$ cat config.mk
export PLATFORM = sky130hd
export DESIGN_NAME = packetizer_arbiter
export DESIGN_NICKNAME = d
export VERILOG_FILES = /design/src/rtl/packetizer_pkg.sv /design/src/rtl/packetizer_arbiter_rr_arbiter.sv /design/src/rtl/packetizer_arbiter.sv
export SDC_FILE = /design/constraint.sdc
export NUM_CORES = 1
export LEC_CHECK = 0
export ABC_AREA = 1
export CORE_ASPECT_RATIO = 1.25
export CORE_MARGIN = 5
export CORE_UTILIZATION = 26
export DETAILED_ROUTE_END_ITERATION = 12
export PLACE_DENSITY = 0.68
export SYNTH_ARGS = -nofsm -noshare
export SYNTH_HDL_FRONTEND = slang
export SYNTH_SLANG_ARGS = --single-unit
$ cat constraint.sdc
create_clock -name clk -period 4.75 [get_ports clk]
set_input_delay 1.1875 -clock clk [delete_from_list [all_inputs] [get_ports clk]]
set_output_delay 1.1875 -clock clk [all_outputs]
set_load 0.005 [all_outputs]
$ cat src/rtl/packetizer_pkg.sv
// Shared definitions for the packetizer arbiter.
//
// Purpose: flit field-width helpers and header bit positions used by the
// top level formatter. A flit occupies the lower half of the NoC port:
//   [H-1] valid, [H-2] head, [H-3] tail, then VC, dst, payload (+ zero pad).
//
// Contents:
//   HDR_BITS, VALID_OFS, HEAD_OFS, TAIL_OFS : header layout (bit = H - ofs)
//   flit_half()    : H, the used half of the port
//   payload_bits() : P, payload field width
//   payload_used() : A, requester bits that fit in the payload field
//   pad_bits()     : P - A, zero padding below the payload
package packetizer_pkg;

  localparam int HDR_BITS  = 3;
  localparam int VALID_OFS = 1;
  localparam int HEAD_OFS  = 2;
  localparam int TAIL_OFS  = 3;

  function automatic int flit_half(input int width_out);
    return width_out / 2;
  endfunction

  function automatic int payload_bits(input int width_out, input int addr_w,
                                      input int vc_w);
    return flit_half(width_out) - HDR_BITS - addr_w - vc_w;
  endfunction

  function automatic int payload_used(input int p, input int width_in);
    return (p < width_in) ? p : width_in;
  endfunction

  function automatic int pad_bits(input int p, input int width_in);
    return p - payload_used(p, width_in);
  endfunction

endpackage

$ cat src/rtl/packetizer_arbiter_rr_arbiter.sv
// Round-robin arbiter.
//
// Purpose: picks the first requesting port at or after the pointer,
// wrapping from NUM_REQ-1 to 0. The pointer moves to winner+1 only when a
// grant is actually taken (advance high and some request present).
//
// Ports:
//   clk, rst_n : clock, asynchronous active-low reset
//   req        : per-port request bits
//   advance    : the granted request is consumed this cycle
//   grant      : one-hot winner (zero if no request)
//   grant_idx  : binary index of the winner (0 if no request)
//   ptr        : current round-robin pointer (state, exposed for observation)
module rr_arbiter #(
  parameter int NUM_REQ = 4,
  localparam int PTR_W  = $clog2(NUM_REQ)
) (
  input  logic               clk,
  input  logic               rst_n,
  input  logic [NUM_REQ-1:0] req,
  input  logic               advance,
  output logic [NUM_REQ-1:0] grant,
  output logic [PTR_W-1:0]   grant_idx,
  output logic [PTR_W-1:0]   ptr
);

  if (NUM_REQ < 2 || NUM_REQ > 16) begin : g_bad_num_req
    $error("rr_arbiter: NUM_REQ must be in 2..16");
  end

  logic found;

  // Scan NUM_REQ positions starting at ptr; first hit wins.
  always_comb begin
    logic [PTR_W-1:0] idx;
    found     = 1'b0;
    grant_idx = '0;
    idx       = '0;
    for (int off = 0; off < NUM_REQ; off++) begin
      idx = PTR_W'((int'(ptr) + off) % NUM_REQ);
      if (!found && req[idx]) begin
        found     = 1'b1;
        grant_idx = idx;
      end
    end
  end

  always_comb begin
    grant = '0;
    if (found) grant[grant_idx] = 1'b1;
  end

  always_ff @(posedge clk or negedge rst_n) begin
    if (!rst_n) begin
      ptr <= '0;
    end else if (advance && found) begin
      ptr <= (grant_idx == PTR_W'(NUM_REQ - 1)) ? '0 : grant_idx + 1'b1;
    end
  end

endmodule

$ cat src/rtl/packetizer_arbiter.sv
// Packetizer arbiter: N requesters -> one NoC port.
//
// Purpose: round-robin selects one valid requester, formats its payload and
// destination into a single head/tail flit and loads it into a 1-entry
// output register.
//
// Handshake: every port transfers when valid and ready are both high in the
// same cycle; a valid source holds its data until accepted. The output
// register loads whenever it is empty or being drained (!valid_out |
// ready_in), so a drain and a refill can happen in the same cycle.
//
// Ports:
//   clk, rst_n : clock, asynchronous active-low reset
//   data_in    : NUM_REQ payloads, requester i at [i*WIDTH_IN +: WIDTH_IN]
//   valid_in   : per-requester valid
//   dst_in     : NUM_REQ destinations, requester i at [i*ADDRESS_WIDTH +: ADDRESS_WIDTH]
//   ready_out  : per-requester accept (one-hot or zero)
//   data_out   : registered flit
//   valid_out  : flit valid
//   ready_in   : NoC backpressure
module packetizer_arbiter
  import packetizer_pkg::*;
#(
  parameter int NUM_REQ          = 4,
  parameter int ADDRESS_WIDTH    = 4,
  parameter int VC_ADDRESS_WIDTH = 1,
  parameter int WIDTH_IN         = 12,
  parameter int WIDTH_OUT        = 36,
  parameter int ASSIGNED_VC      = 0
) (
  input  logic                              clk,
  input  logic                              rst_n,
  input  logic [NUM_REQ*WIDTH_IN-1:0]       data_in,
  input  logic [NUM_REQ-1:0]                valid_in,
  input  logic [NUM_REQ*ADDRESS_WIDTH-1:0]  dst_in,
  output logic [NUM_REQ-1:0]                ready_out,
  output logic [WIDTH_OUT-1:0]              data_out,
  output logic                              valid_out,
  input  logic                              ready_in
);

  localparam int H     = flit_half(WIDTH_OUT);
  localparam int P     = payload_bits(WIDTH_OUT, ADDRESS_WIDTH, VC_ADDRESS_WIDTH);
  localparam int A     = payload_used(P, WIDTH_IN);
  localparam int PAD   = pad_bits(P, WIDTH_IN);
  localparam int PW    = (P < 1) ? 1 : P;
  localparam int PTR_W = $clog2(NUM_REQ);

  logic                     load;
  logic                     accept;
  logic [NUM_REQ-1:0]       grant;
  logic [PTR_W-1:0]         grant_idx;
  logic [PTR_W-1:0]         ptr;
  logic [WIDTH_IN-1:0]      sel_data;
  logic [ADDRESS_WIDTH-1:0] sel_dst;
  logic [PW-1:0]            payload;
  logic [WIDTH_OUT-1:0]     flit;

  assign load = !valid_out || ready_in;

  rr_arbiter #(
    .NUM_REQ (NUM_REQ)
  ) u_arb (
    .clk       (clk),
    .rst_n     (rst_n),
    .req       (valid_in),
    .advance   (load),
    .grant     (grant),
    .grant_idx (grant_idx),
    .ptr       (ptr)
  );

  // Gated by rst_n so no accept is signalled while reset is held,
  // whatever the requesters drive.
  assign ready_out = grant & {NUM_REQ{load & rst_n}};
  assign accept    = |ready_out;

  always_comb begin
    sel_data = '0;
    sel_dst  = '0;
    for (int i = 0; i < NUM_REQ; i++) begin
      if (grant[i]) begin
        sel_data = data_in[i*WIDTH_IN +: WIDTH_IN];
        sel_dst  = dst_in[i*ADDRESS_WIDTH +: ADDRESS_WIDTH];
      end
    end
  end

  // Payload keeps the most significant A bits; narrower inputs are
  // left-aligned with zero padding below.
  if (P < 1) begin : g_bad_payload
    $error("packetizer_arbiter: no room for payload in the flit");
    assign payload = '0;
  end else if (PAD > 0) begin : g_padded
    assign payload = {sel_data[WIDTH_IN-1 -: A], {PAD{1'b0}}};
  end else begin : g_truncated
    assign payload = sel_data[WIDTH_IN-1 -: A];
  end

  always_comb begin
    flit                = '0;
    flit[H - VALID_OFS] = 1'b1;
    flit[H - HEAD_OFS]  = 1'b1;
    flit[H - TAIL_OFS]  = 1'b1;
    flit[H-HDR_BITS-1 -: VC_ADDRESS_WIDTH] = VC_ADDRESS_WIDTH'(ASSIGNED_VC);
    flit[H-HDR_BITS-VC_ADDRESS_WIDTH-1 -: ADDRESS_WIDTH] = sel_dst;
    flit[PW-1:0]        = payload;
  end

  // data_out only changes on an accept so it holds its last flit while idle.
  always_ff @(posedge clk or negedge rst_n) begin
    if (!rst_n) begin
      valid_out <= 1'b0;
      data_out  <= '0;
    end else if (load) begin
      valid_out <= accept;
      if (accept) data_out <= flit;
    end
  end

endmodule
Word level (Yosys, flattened, before mapping)
Cells that the tools add are included.
W data, S select, Z words.
{"block": "classes", "addsub": 4, "multipliers": 0, "n_div": 0, "magnitude_cmp": 6, "eq_ne": 1, "shifts": 0, "n_mux": 28, "n_bitwise": 2, "n_reduce_logical": 12}
{"operator": "$mux W12", "count": 4}
{"operator": "$mux W4", "count": 5}
{"operator": "$lt A2 B3 Y1 const B", "count": 5}
{"operator": "$mux W2", "count": 5}
{"operator": "$mux W1", "count": 9}
{"operator": "$bmux W1 S2", "count": 4}
{"operator": "$logic_and A1 B1 Y1", "count": 5}
{"operator": "$add A2 B1 Y2 const B", "count": 2}
{"operator": "$add A2 B2 Y2 const B", "count": 2}
{"operator": "$and A4 B4 Y4", "count": 1}
{"operator": "$logic_not A1 Y1", "count": 4}
{"operator": "$reduce_or A4 Y1", "count": 1}
{"operator": "$demux W1 S2", "count": 1}
{"operator": "$eq A2 B2 Y1 const B", "count": 1}
{"operator": "$ge A2 B1 Y1 const B", "count": 1}
{"operator": "$reduce_and A2 Y1", "count": 1}
{"operator": "$and A1 B1 Y1", "count": 1}
{"operator": "$logic_or A1 B1 Y1", "count": 1}
{"block": "word_totals", "register_bits": 18, "latchBits": 0, "ramBits": 0, "romBits": 0, "inputBits": 71, "out_inout_bits": 41, "n_memories": 0}

Longest topological paths before layout
{"block": "depth", "depth_word": 21, "ltp_mapped": 21}

Modules after synthesis
Synthesis repeated with hierarchy kept, for this count alone.
{"block": "hier_totals", "cells_unflattened": 305, "area_unflattened_um2": 1924.3}
{"module": "packetizer_arbiter", "n_inst": 1, "cells_per_inst": 223, "area_each_um2": 1408.9, "seq_area_each_um2": 400.4}
{"module": "rr_arbiter", "n_inst": 1, "cells_per_inst": 82, "area_each_um2": 515.5, "seq_area_each_um2": 50.0}

Least setup slack after synthesis
Ideal clock, no wire load.
{"block": "synth_path", "kind": "input -> output", "from": "input port valid_in[3]", "to": "output port ready_out[1]", "t_arrival_ps": 3048, "required_ps": 3563, "setup_slack_ps": 515, "cell_stages": 12, "n_path_buf": 2, "path_cell_list": "inv_1 > nand2_1 > nand3_1 > nand2_2 > nor2_4 > nand3b_1 > o21ai_0 > ha_1 > clkbuf_1 > clkbuf_1 > nand2_1 > nor2_1"}
{"block": "synth_between", "elab_chain_len": 18, "word_cells_on_any_way": 29, "classes_between": "order compare: 2; mux: 19; bitwise: 1; reduce/logical: 7"}
{"item": "start: declaration", "line": "packetizer_arbiter.sv:34", "rtl": "input logic [NUM_REQ-1:0] valid_in,"}
{"item": "$bmux W1 S2", "line": "packetizer_arbiter_rr_arbiter.sv:41", "rtl": "if (!found && req[idx]) begin"}
{"item": "$mux W1 (implied by the code)", "line": "packetizer_arbiter_rr_arbiter.sv:41"}
{"item": "$mux W1", "line": "packetizer_arbiter_rr_arbiter.sv:41"}
{"item": "$logic_not A1 Y1", "line": "packetizer_arbiter_rr_arbiter.sv:41"}
{"item": "$logic_and A1 B1 Y1", "line": "packetizer_arbiter_rr_arbiter.sv:41"}
{"item": "$mux W1", "line": "packetizer_arbiter_rr_arbiter.sv:41"}
{"item": "$logic_not A1 Y1", "line": "packetizer_arbiter_rr_arbiter.sv:41"}
{"item": "$logic_and A1 B1 Y1", "line": "packetizer_arbiter_rr_arbiter.sv:41"}
{"item": "[... 2 more ...]"}
{"item": "$logic_and A1 B1 Y1", "line": "packetizer_arbiter_rr_arbiter.sv:41"}
{"item": "$mux W2", "line": "packetizer_arbiter_rr_arbiter.sv:41"}
{"item": "$lt A2 B3 Y1 (implied by the code) / $ge A2 B1 Y1 (equally long branches)", "line": "packetizer_arbiter_rr_arbiter.sv:50", "rtl": "if (found) grant[grant_idx] = 1'b1;"}
{"item": "$logic_and A1 B1 Y1 (implied by the code)", "line": "packetizer_arbiter_rr_arbiter.sv:50"}
{"item": "$mux W1 (implied by the code)", "line": "packetizer_arbiter_rr_arbiter.sv:50"}
{"item": "$demux W1 S2"}
{"item": "$mux W4 (*)", "line": "packetizer_arbiter_rr_arbiter.sv:50"}
{"item": "$and A4 B4 Y4 (*)", "line": "packetizer_arbiter.sv:75", "rtl": "assign ready_out = grant & {NUM_REQ{load & rst_n}};"}
{"item": "end: declaration", "line": "packetizer_arbiter.sv:36", "rtl": "output logic [NUM_REQ-1:0] ready_out,"}
Every way passes the cells marked *; elsewhere a longest branch is shown, timed or not. The select of a mux whose other input is x is not followed.

Worst setup path after layout
{"block": "layout_path", "from": "input port valid_in[1]", "to": "output port ready_out[0]"}
The elaborated chain is that of the path after synthesis.

==> flow_summary_export.csv <==
group,metric,value,unit
run_status,status,"finished clean",
global_routing,antenna_found_initial,0,
logic_synthesis,synth_top_cell_area_share,0.2340,
global_routing,grt_start_max_net_pins,30,
logic_synthesis,synth_seq_area_share,0.2160,
die,die-height,110.1,microns
hold_path,hold_depth,2,
clock_network,cts_sinks,18,
power_and_ir_drop,pwr_density_cell,843.7,nW/um^2
die,core-area,7838,sq um
clock_network,numCtsBuffers,3,
logic_synthesis,netlist_instances,347,
sta,min_period,4.638,ns
sta,tightestPinTransition,0.7163,ns
cells_and_area,final_area,2984,sq um
placement,place_area,2909,sq um
setup_path,startpoint_type,"input port",
cells_and_area,multi_input_area,1267,sq um
detailed_routing,ant_nets,0,
power_and_ir_drop,pwr-share-comb,0.837,
detailed_routing,routed_via_density,4.379,
power_and_ir_drop,switching_share,0.5552,
cells_and_area,nets,501,
power_and_ir_drop,p_sw,0.001398,W
sta,fmax,0.2156,GHz
setup_path,r2r_cells,16,
cells_and_area,drive_gt1_frac,0.1106,
clock_network,htreeDepth,1,
cells_and_area,area_growth,43.07,%
setup_path,end_kind,"primary output",
sta,skew,0.002744,ns
clock_network,clk_latency,0.26,ns
detailed_routing,m1WireLength,2.672,mm
cells_and_area,fill_cells,840,
detailed_routing,vias,2277,
setup_path,worstReg2RegEnd,"data_out[13]",
detailed_routing,routed-wl-met3,404,microns
power_and_ir_drop,pwr-share-seq,0.113,
cells_and_area,regArea,450.4,sq um
logic_synthesis,yosys_warnings,0,
detailed_routing,drc,0,
sta,grt_setup_unrepaired,"true",
logic_synthesis,syn-cell-area,2086,sq um
global_routing,grt_first_pass_wirelength,10.43,mm
setup_path,cp_max_fo,4,
sta,finalSetupViolCount,0,
hold_path,whs_endpoint,"data_out[5]",
setup_path,timing_worst_setup_path_type,"input port to primary output",
power_and_ir_drop,p_leak,1.613,nW
global_routing,first_global_vias,2244,
placement,port_buffers,84,
sta,setup_slack,0.1121,ns
setup_path,cp.arrival,3.45,ns
cells_and_area,fin_cells,520,
power_and_ir_drop,peakVddDrop,0.4605,mV
setup_path,crit_required,3.56,ns
detailed_routing,drtPass1Iterations,4,
clock_network,clockBufferDepth,2,
logic_synthesis,synth.largest_area_cell,"nand2_1",
placement,place_ws,0.03349,ns
power_and_ir_drop,intPower,0.001120,W
sta,slew_viol_final,0,
logic_synthesis,synth_cell_types,26,
setup_path,r2r_start,"u_arb.ptr[0]",
clock_network,clk_pin_slew_worst_paths,0.07,ns
cells_and_area,diodes,0,
sta,slew_headroom,0.5210,
global_routing,grt_overflow,0,
placement,dp_hpwl,4.981,mm
placement,gp_congestion,0.8764,
logic_synthesis,postSynthAreaPerCell,6.011,sq um
detailed_routing,wire_per_inst,12.35,microns
clock_network,cts_tree,"done",
job,drv_cap,0,
power_and_ir_drop,clkPwrFrac,0.050,
setup_path,reg2reg_slack,1.61,ns
die,initial_core_util,0.2661,
logic_synthesis,ys_top_cells_by_area,"nand2_1 (23%), dfrtp_1 (22%), buf_4 (7.9%), nand3_1 (7.7%), nand3_2 (6.7%)",
detailed_routing,drtIter0Drc,100,
die,die_w,90.11,microns
die,io-pin-count,112,
die,rows,36,
sta,final-hold-violation-count,0,
hold_path,hp-start,"data_out[5]",
detailed_routing,highest_layer,"met4",
die,die-area,9925,sq um
detailed_routing,wl_met2,3.273,mm
clock_network,clock_tree.root_cell,"clkbuf_8",
logic_synthesis,synth_seq_cells,18,
detailed_routing,wirelength,6.423,mm
global_routing,grt.total_usage,0.1256,
sta,period_share,0.9764,
placement,place_inst,516,
sta,fin_hold_ws,0.4885,ns
hold_path,worstHoldPathType,"flop to flop",
layout by cell type (no fill, tap or decap), types with 2 or more instances in the layout:
master,count
inv_1,36
dfrtp_1,18
o211ai_2,2
nand3_1,31
nand2_2,5
o21ai_1,2
inv_2,2
clkdlybuf4s50_1,82
buf_4,13
ha_1,3
dlymetal6s2s_1,2
nand2_1,130
nand3_2,15
conb_1,19
a21oi_1,15
clkbuf_8,4
nor2_1,35
o21ai_2,2
flip-flops by register name, indices dropped and copies added (netlist names):
signal and cells:
data_out 15, u_arb.ptr 2, valid_out 1
metal layers:
layer | GRT usage | vias to the layer above
met1 | 0.1484 | 1015
met2 | 0.2390 | 73
li1 | - | 1182
met5 | 0 | -
met3 | 0.02037 | 7
met4 | 0.02660 | 0
area by class of cell:
cell class              count  area share
clock buffers               4     0.01845
inverters                  39     0.04990
multi-input cells         267      0.4247
flip-flops and latches     18      0.1509
well taps                  95     0.03983
repair buffers             97      0.3161
synthesized netlist by cell type (all sizes together):
cell type	count
ha	4
buf	37
dfrtp	18
nand3b	1
o211ai	2
inv	39
or2	1
o21ai	5
conb	1
clkbuf	4
nor2	36
nand2	135
nand4	1
a21oi	15
and2	1
nand3	47
power by group through the flow:
stage | clock network [W] | registers, W | logic, W
5_1_grt | 0.000135 | 0.000292 | 0.00241
2_1_floorplan | 0 | 0.000272 | 0.00157
6_report | 0.000127 | 0.000284 | 0.00211
4_1_cts | 0.000130 | 0.000283 | 0.00212
3_3_place_gp | 0 | 0.000283 | 0.00207
3_5_place_dp | 0 | 0.000282 | 0.00212
worst max-delay path: stages:
cell and delay, ns:
clkdlybuf4s50_1 0.45, inv_1 0.07, nand2_1 0.05, nand3_1 0.13, nand2_2 0.09, nor2_4 0.13
buf_4 0.12, nand3_4 0.05, nand3_1 0.09, o21ai_2 0.09, inv_1 0.09, ha_1 0.16
nand2_1 0.06, nor2_1 0.16, clkdlybuf4s50_1 0.53
what timing repair did:
action / in CTS / in global routing
endpoints found under the setup margin: 0 / 4
hold buffers: 0 / 0
hold endpoints to repair: 0 / 0
setup buffers: 0 / 0
resized for setup: 0 / 7
worst max-delay path by stage:
stage,start,end,depth (start not counted)
after detailed placement,valid_in[1],ready_out[3],14
after global routing,valid_in[3],ready_out[1],14
after global placement,valid_in[0],ready_out[3],14
after floorplan,valid_in[3],ready_out[1],12
after CTS,valid_in[1],ready_out[3],14
final,valid_in[1],ready_out[0],15
kinds of logic (layout without fill, tap and decap cells):
| logic type | after synthesis | after routing | synth area share |
|---|---|---|---|
| AOI/OAI and AO/OA | 22 | 22 | 0.05998 |
| DFF | 18 | 18 | 0.2160 |
| adders and majority gates | 4 | 4 | 0.02400 |
| other | 1 | 19 | 0.001798 |
| buffers and inverters | 80 | 140 | 0.2160 |
| and+or+nand+nor | 222 | 222 | 0.4823 |
metrics by stage:
step | utilization | total power, W | TNS [ns]
after detailed placement | 0.3712 | 0.002404 | 0
after floorplan | - | 0.001839 | 0
after global placement | 0.3712 | 0.002353 | 0
after CTS | 0.3782 | 0.002535 | 0
final | 0.3807 | 0.002518 | 0
after global routing | 0.3807 | 0.002834 | -0.1055
Power figures use the tool's default switching activity.
